==> src/rtl/tracker_pkg.sv <==
`default_nettype none
// ============================================================================
// Module      : tracker_pkg
// Description : Constants and types shared across the tracker datapath.
// Revision    : 1.0 - initial release
// ============================================================================
package tracker_pkg;

  localparam int VGA_WIDTH      = 640;
  localparam int VGA_HEIGHT     = 480;
  localparam int TEMPLATE_WIDTH = 32;
  localparam int SCORE_W        = 24;

  typedef enum logic [1:0] {
    IDLE   = 2'd0,
    SCAN   = 2'd1,
    REPORT = 2'd2
  } state_t;

endpackage : tracker_pkg
`default_nettype wire

==> src/rtl/coord_center_clamp.sv <==
`default_nettype none
// ============================================================================
// Module      : coord_center_clamp
// Description : Converts a template top-left coordinate into its centre,
//               saturating at LIMIT-1.
// Revision    : 1.0 - initial release
// ============================================================================
module coord_center_clamp #(
  parameter int OFFSET = 16,
  parameter int LIMIT  = 640
) (
  input  logic [9:0] top_left,
  output logic [9:0] center
);

  // One extra bit so coordinates near 1023 cannot wrap before the clamp.
  logic [10:0] w_sum;

  assign w_sum  = {1'b0, top_left} + 11'(OFFSET);
  assign center = (w_sum > 11'(LIMIT - 1)) ? 10'(LIMIT - 1) : w_sum[9:0];

endmodule : coord_center_clamp
`default_nettype wire

==> src/rtl/max_finder.sv <==
`default_nettype none
// ============================================================================
// Module      : max_finder
// Description : Tracks the best template-match score within a frame and
//               reports the clamped template centre one cycle after REPORT.
// Revision    : 1.0 - initial release
// ============================================================================
module max_finder #(
  parameter int SCORE_W        = tracker_pkg::SCORE_W,
  parameter int TEMPLATE_WIDTH = tracker_pkg::TEMPLATE_WIDTH,
  parameter int VGA_WIDTH      = tracker_pkg::VGA_WIDTH,
  parameter int VGA_HEIGHT     = tracker_pkg::VGA_HEIGHT,
  parameter int MIN_SCORE      = 0
) (
  input  logic               clk,
  input  logic               rst,
  input  logic               frame_start,
  input  logic               frame_end,
  input  logic               score_valid,
  input  logic [SCORE_W-1:0] score,
  input  logic [9:0]         score_x,
  input  logic [9:0]         score_y,
  output logic [9:0]         max_x,
  output logic [9:0]         max_y,
  output logic [SCORE_W-1:0] max_score,
  output logic               max_ready,
  output logic               found
);

  import tracker_pkg::*;

  localparam logic [SCORE_W-1:0] C_MIN_SCORE = SCORE_W'(MIN_SCORE);
  localparam logic [9:0]         C_RST_X     = 10'(VGA_WIDTH / 2);
  localparam logic [9:0]         C_RST_Y     = 10'(VGA_HEIGHT / 2);

  state_t             r_state;
  logic [SCORE_W-1:0] r_best_score;
  logic [9:0]         r_best_x;
  logic [9:0]         r_best_y;
  logic               r_best_hit;
  logic [9:0]         w_center_x;
  logic [9:0]         w_center_y;

  coord_center_clamp #(
    .OFFSET (TEMPLATE_WIDTH / 2),
    .LIMIT  (VGA_WIDTH)
  ) u_clamp_x (
    .top_left (r_best_x),
    .center   (w_center_x)
  );

  coord_center_clamp #(
    .OFFSET (TEMPLATE_WIDTH / 2),
    .LIMIT  (VGA_HEIGHT)
  ) u_clamp_y (
    .top_left (r_best_y),
    .center   (w_center_y)
  );

  always_ff @(posedge clk or posedge rst) begin
    if (rst) begin
      r_state      <= IDLE;
      r_best_score <= C_MIN_SCORE;
      r_best_x     <= '0;
      r_best_y     <= '0;
      r_best_hit   <= 1'b0;
      max_x        <= C_RST_X;
      max_y        <= C_RST_Y;
      max_score    <= '0;
      max_ready    <= 1'b0;
      found        <= 1'b0;
    end else begin
      max_ready <= 1'b0;
      case (r_state)
        IDLE: begin
          if (frame_start) begin
            r_state      <= SCAN;
            r_best_score <= C_MIN_SCORE;
            r_best_hit   <= 1'b0;
          end
        end
        SCAN: begin
          // Strict compare keeps the earliest position on ties.
          if (score_valid && (score > r_best_score)) begin
            r_best_score <= score;
            r_best_x     <= score_x;
            r_best_y     <= score_y;
            r_best_hit   <= 1'b1;
          end
          if (frame_end) begin
            r_state <= REPORT;
          end else if (frame_start) begin
            r_best_score <= C_MIN_SCORE;
            r_best_hit   <= 1'b0;
          end
        end
        REPORT: begin
          found <= r_best_hit;
          if (r_best_hit) begin
            max_x     <= w_center_x;
            max_y     <= w_center_y;
            max_score <= r_best_score;
            max_ready <= 1'b1;
          end
          r_state <= IDLE;
        end
        default: r_state <= IDLE;
      endcase
    end
  end

endmodule : max_finder
`default_nettype wire

==> config.mk <==
export PLATFORM = sky130hd
export DESIGN_NAME = max_finder
export DESIGN_NICKNAME = d
export VERILOG_FILES = /design/src/rtl/tracker_pkg.sv /design/src/rtl/coord_center_clamp.sv /design/src/rtl/max_finder.sv
export SDC_FILE = /design/constraint.sdc
export NUM_CORES = 1
export LEC_CHECK = 0
export ABC_AREA = 0
export CAP_MARGIN = 20
export CELL_PAD_IN_SITES_DETAIL_PLACEMENT = 0
export CELL_PAD_IN_SITES_GLOBAL_PLACEMENT = 1
export CORE_MARGIN = 1
export CORE_UTILIZATION = 36
export DETAILED_ROUTE_END_ITERATION = 16
export PLACE_DENSITY_LB_ADDON = 0.15
export SLEW_MARGIN = 20
export SYNTH_ARGS = -nofsm -noshare
export SYNTH_HDL_FRONTEND = slang
export SYNTH_SLANG_ARGS = --single-unit
==> constraint.sdc <==
create_clock -name clk -period 2.7 [get_ports clk]
set_input_delay 0.405 -clock clk [delete_from_list [all_inputs] [get_ports clk]]
set_output_delay 0.405 -clock clk [all_outputs]
set_load 0.1 [all_outputs]
==> flow_summary.json <==
{
  "root_buffer": "clkbuf_16",
  "reg2reg_from": "r_best_score[5]$_DFFE_PP0P_",
  "vias": 3724,
  "antenna_cells": 0,
  "min_period_ns": 2.455,
  "clk_latency_ns": 0.34,
  "area_growth_syn_to_layout_pct": 32.75,
  "synth.yosys.warnings": 0,
  "grt.overflow.total": 0,
  "synth.area.top_cells": "dfrtp_1, ha_1, nand2_1",
  "drive_above_1_share_pct": 21.74,
  "syn_nets": 536,
  "cts_buffers": 9,
  "critPathKind": "in -> reg",
  "hold_viol": 0,
  "seq_area_mm2": 0.002335,
  "design.die.area_mm2": 0.01343,
  "min_path_type": "reg -> reg",
  "mostFrequentLayoutCells": "nand2_1, dfrtp_1, buf_4",
  "instances_no_fill": 747,
  "timing.fmax_mhz": 407.4,
  "grtUsageTotal_pct": 17.70,
  "slew_headroom_pct": 48.91,
  "synth_area_leader_cell": "dfrtp_1",
  "worst_pin_slew_ns": 0.7648,
  "hp-start": "max_x[8]$_DFFE_PP1P_",
  "grt_pass1_vias": 3741,
  "critPathCaptureType": "flip-flop",
  "status": "finished, final reports clean",
  "multi_input_area_mm2": 0.002103,
  "syn_avg_cell_area_um2": 10.17,
  "rr_worst_depth": 10,
  "ys_types": 39,
  "syn_area_mm2": 0.004668,
  "grt_antenna_before_repair": 0,
  "layout_commonest_cell": "nand2_1",
  "grt_pass1_wl_mm": 18.16,
  "fillers": 1178,
  "vias_per_cell": 4.985,
  "start_util_pct": 36.99,
  "dp_cells": 731,
  "worstPathMaxFanout": 11,
  "drt_iter0_drc": 259,
  "slew_violations": 0,
  "dp_slack_ns": -0.1338,
  "clk_pin_slew_ns": 0.06,
  "worstSetupStartpointType": "primary input",
  "tns_ns": 0,
  "antenna_left": 0,
  "grt_max_degree": 54,
  "hpwl_mm": 7.886,
  "drv_cap": 0,
  "whs_path_depth": 2,
  "synth_top_area_share_pct": 46.64,
  "cts_hold_buf": 0,
  "setup_slack_ns": 0.2454,
  "cts_tree": "done",
  "place_congestion": 0.7938,
  "ys_seq_area_share_pct": 50.01,
  "wl_per_cell_um": 14.85,
  "worstHoldEndpoint": "max_x[8]$_DFFE_PP1P_",
  "fp-row-count": 41,
  "rsz0062_at_grt": "false",
  "final.setup_skew_ns": 0.004099,
  "fin_util_pct": 49.11,
  "post_cts_resized": 0,
  "finalCritPeriodShare_pct": 90.91,
  "die_width_um": 115.9,
  "finalSetupViolCount": 0,
  "first_pass_iters": 4,
  "synth_cells": 459,
  "htreeDepth": 3,
  "crit_required_ns": 2.96,
  "io_pins": 95,
  "clockBufferDepth": 2,
  "ys_ff_latch": 93,
  "drt-total-wl_mm": 11.10,
  "r2r_end": "r_best_score[22]$_DFFE_PP0P_",
  "r2r_setup_slack_ns": 0.34,
  "critical_path_arrival_ns": 2.71,
  "numClockSinks": 93,
  "cts_setup_buffers": 0,
  "core-area_mm2": 0.01262,
  "drc": 0,
  "numPortBuffers": 94,
  "layout.nets": 647,
  "die_y_um": 115.9
}
==> registers in the layout, indices dropped and copies added, names as in the netlist <==
name          count
max_score        24
r_best_y         10
found             1
max_ready         1
r_best_hit        1
r_state           2
max_x            10
r_best_score     24
max_y            10
r_best_x         10
==> how the worst max path moves through the flow <==
stage	to	cells past startpoint	from	slack [ns]
after floorplan	r_best_x[0]$_DFFE_PP0P_	8	score[5]	0.46
after detailed placement	r_best_x[7]$_DFFE_PP0P_	9	score[22]	-0.13
after global placement	r_best_y[8]$_DFFE_PP0P_	9	score[22]	-0.10
after CTS	r_best_x[7]$_DFFE_PP0P_	9	score[22]	0.21
after global routing	r_best_score[22]$_DFFE_PP0P_	10	score[5]	0.04
final	r_best_score[22]$_DFFE_PP0P_	10	score[5]	0.25
==> area by class of cell <==
class	count	area share [%]
timing repair buffer	123	17.44
sequential	93	37.67
clock inverter	3	1.090
multi-input combinational	308	33.94
clock buffer	13	4.199
tap	172	3.473
inverter	35	2.181
==> per-stage QoR <==
step                hold slack (ns)  instance area [um2]
floorplan                    0.4822                 4672
global route                 0.4987                 6197
detailed placement           0.4681                 5869
global placement             0.4640                 5869
finish                       0.4795                 6197
CTS                          0.4834                 6197
==> Yosys cell counts <==
master,n
nand2_1,92
dfrtp_1,87
inv_1,35
o21ai_0,34
nand4_1,29
ha_1,28
o211ai_1,26
mux2_4,20
clkbuf_1,18
a21oi_1,15
o22a_1,13
nor2_1,8
dfstp_2,6
nand3_1,6
buf_6,4
xor2_1,4
and2_1,3
nand2b_1,3
nor3_1,3
xnor2_1,3
a21o_1,2
and3_1,2
nand4_2,2
a211oi_2,1
a21bo_2,1
a21boi_1,1
a221oi_1,1
a22oi_1,1
a31oi_1,1
buf_2,1
nand3_2,1
nand3b_1,1
nand4b_1,1
nor3b_1,1
nor4_1,1
nor4_2,1
o21ai_1,1
o311ai_1,1
o31ai_1,1
==> worst max-delay path, stage by stage <==
cell and delay (ns):
clkdlybuf4s50_1 0.43, ha_1 0.34, a211oi_2 0.26, nor2_1 0.08, o311ai_1 0.35, nand3_2 0.13
buf_4 0.16, and2_1 0.16, buf_4 0.19, o211ai_1 0.20
==> logic make-up after synthesis <==
kind of cell / share of synthesized area (%)
and+or+nand+nor: 15.63
AOI/OAI and AO/OA: 13.78
DFF: 50.01
buffers and inverters: 5.334
adders and majority gates: 7.505
muxes: 6.433
xor gates and xnor gates: 1.313
==> routing by layer <==
layer / wire length (um) / up-vias / share of wire, % / GRT usage [%]
li1: - / 1840 / - / -
met1: 5216 / 1787 / 47 / 23.02
met2: 5234 / 82 / 47 / 28.65
met3: 428 / 15 / 3.9 / 3.295
met4: 216 / 0 / 1.9 / 8.034
met5: 0 / - / 0 / 0
Power is left out: the tool's default activity adds up to more than one toggle a clock period on the data nets, which glitch-free logic cannot reach.
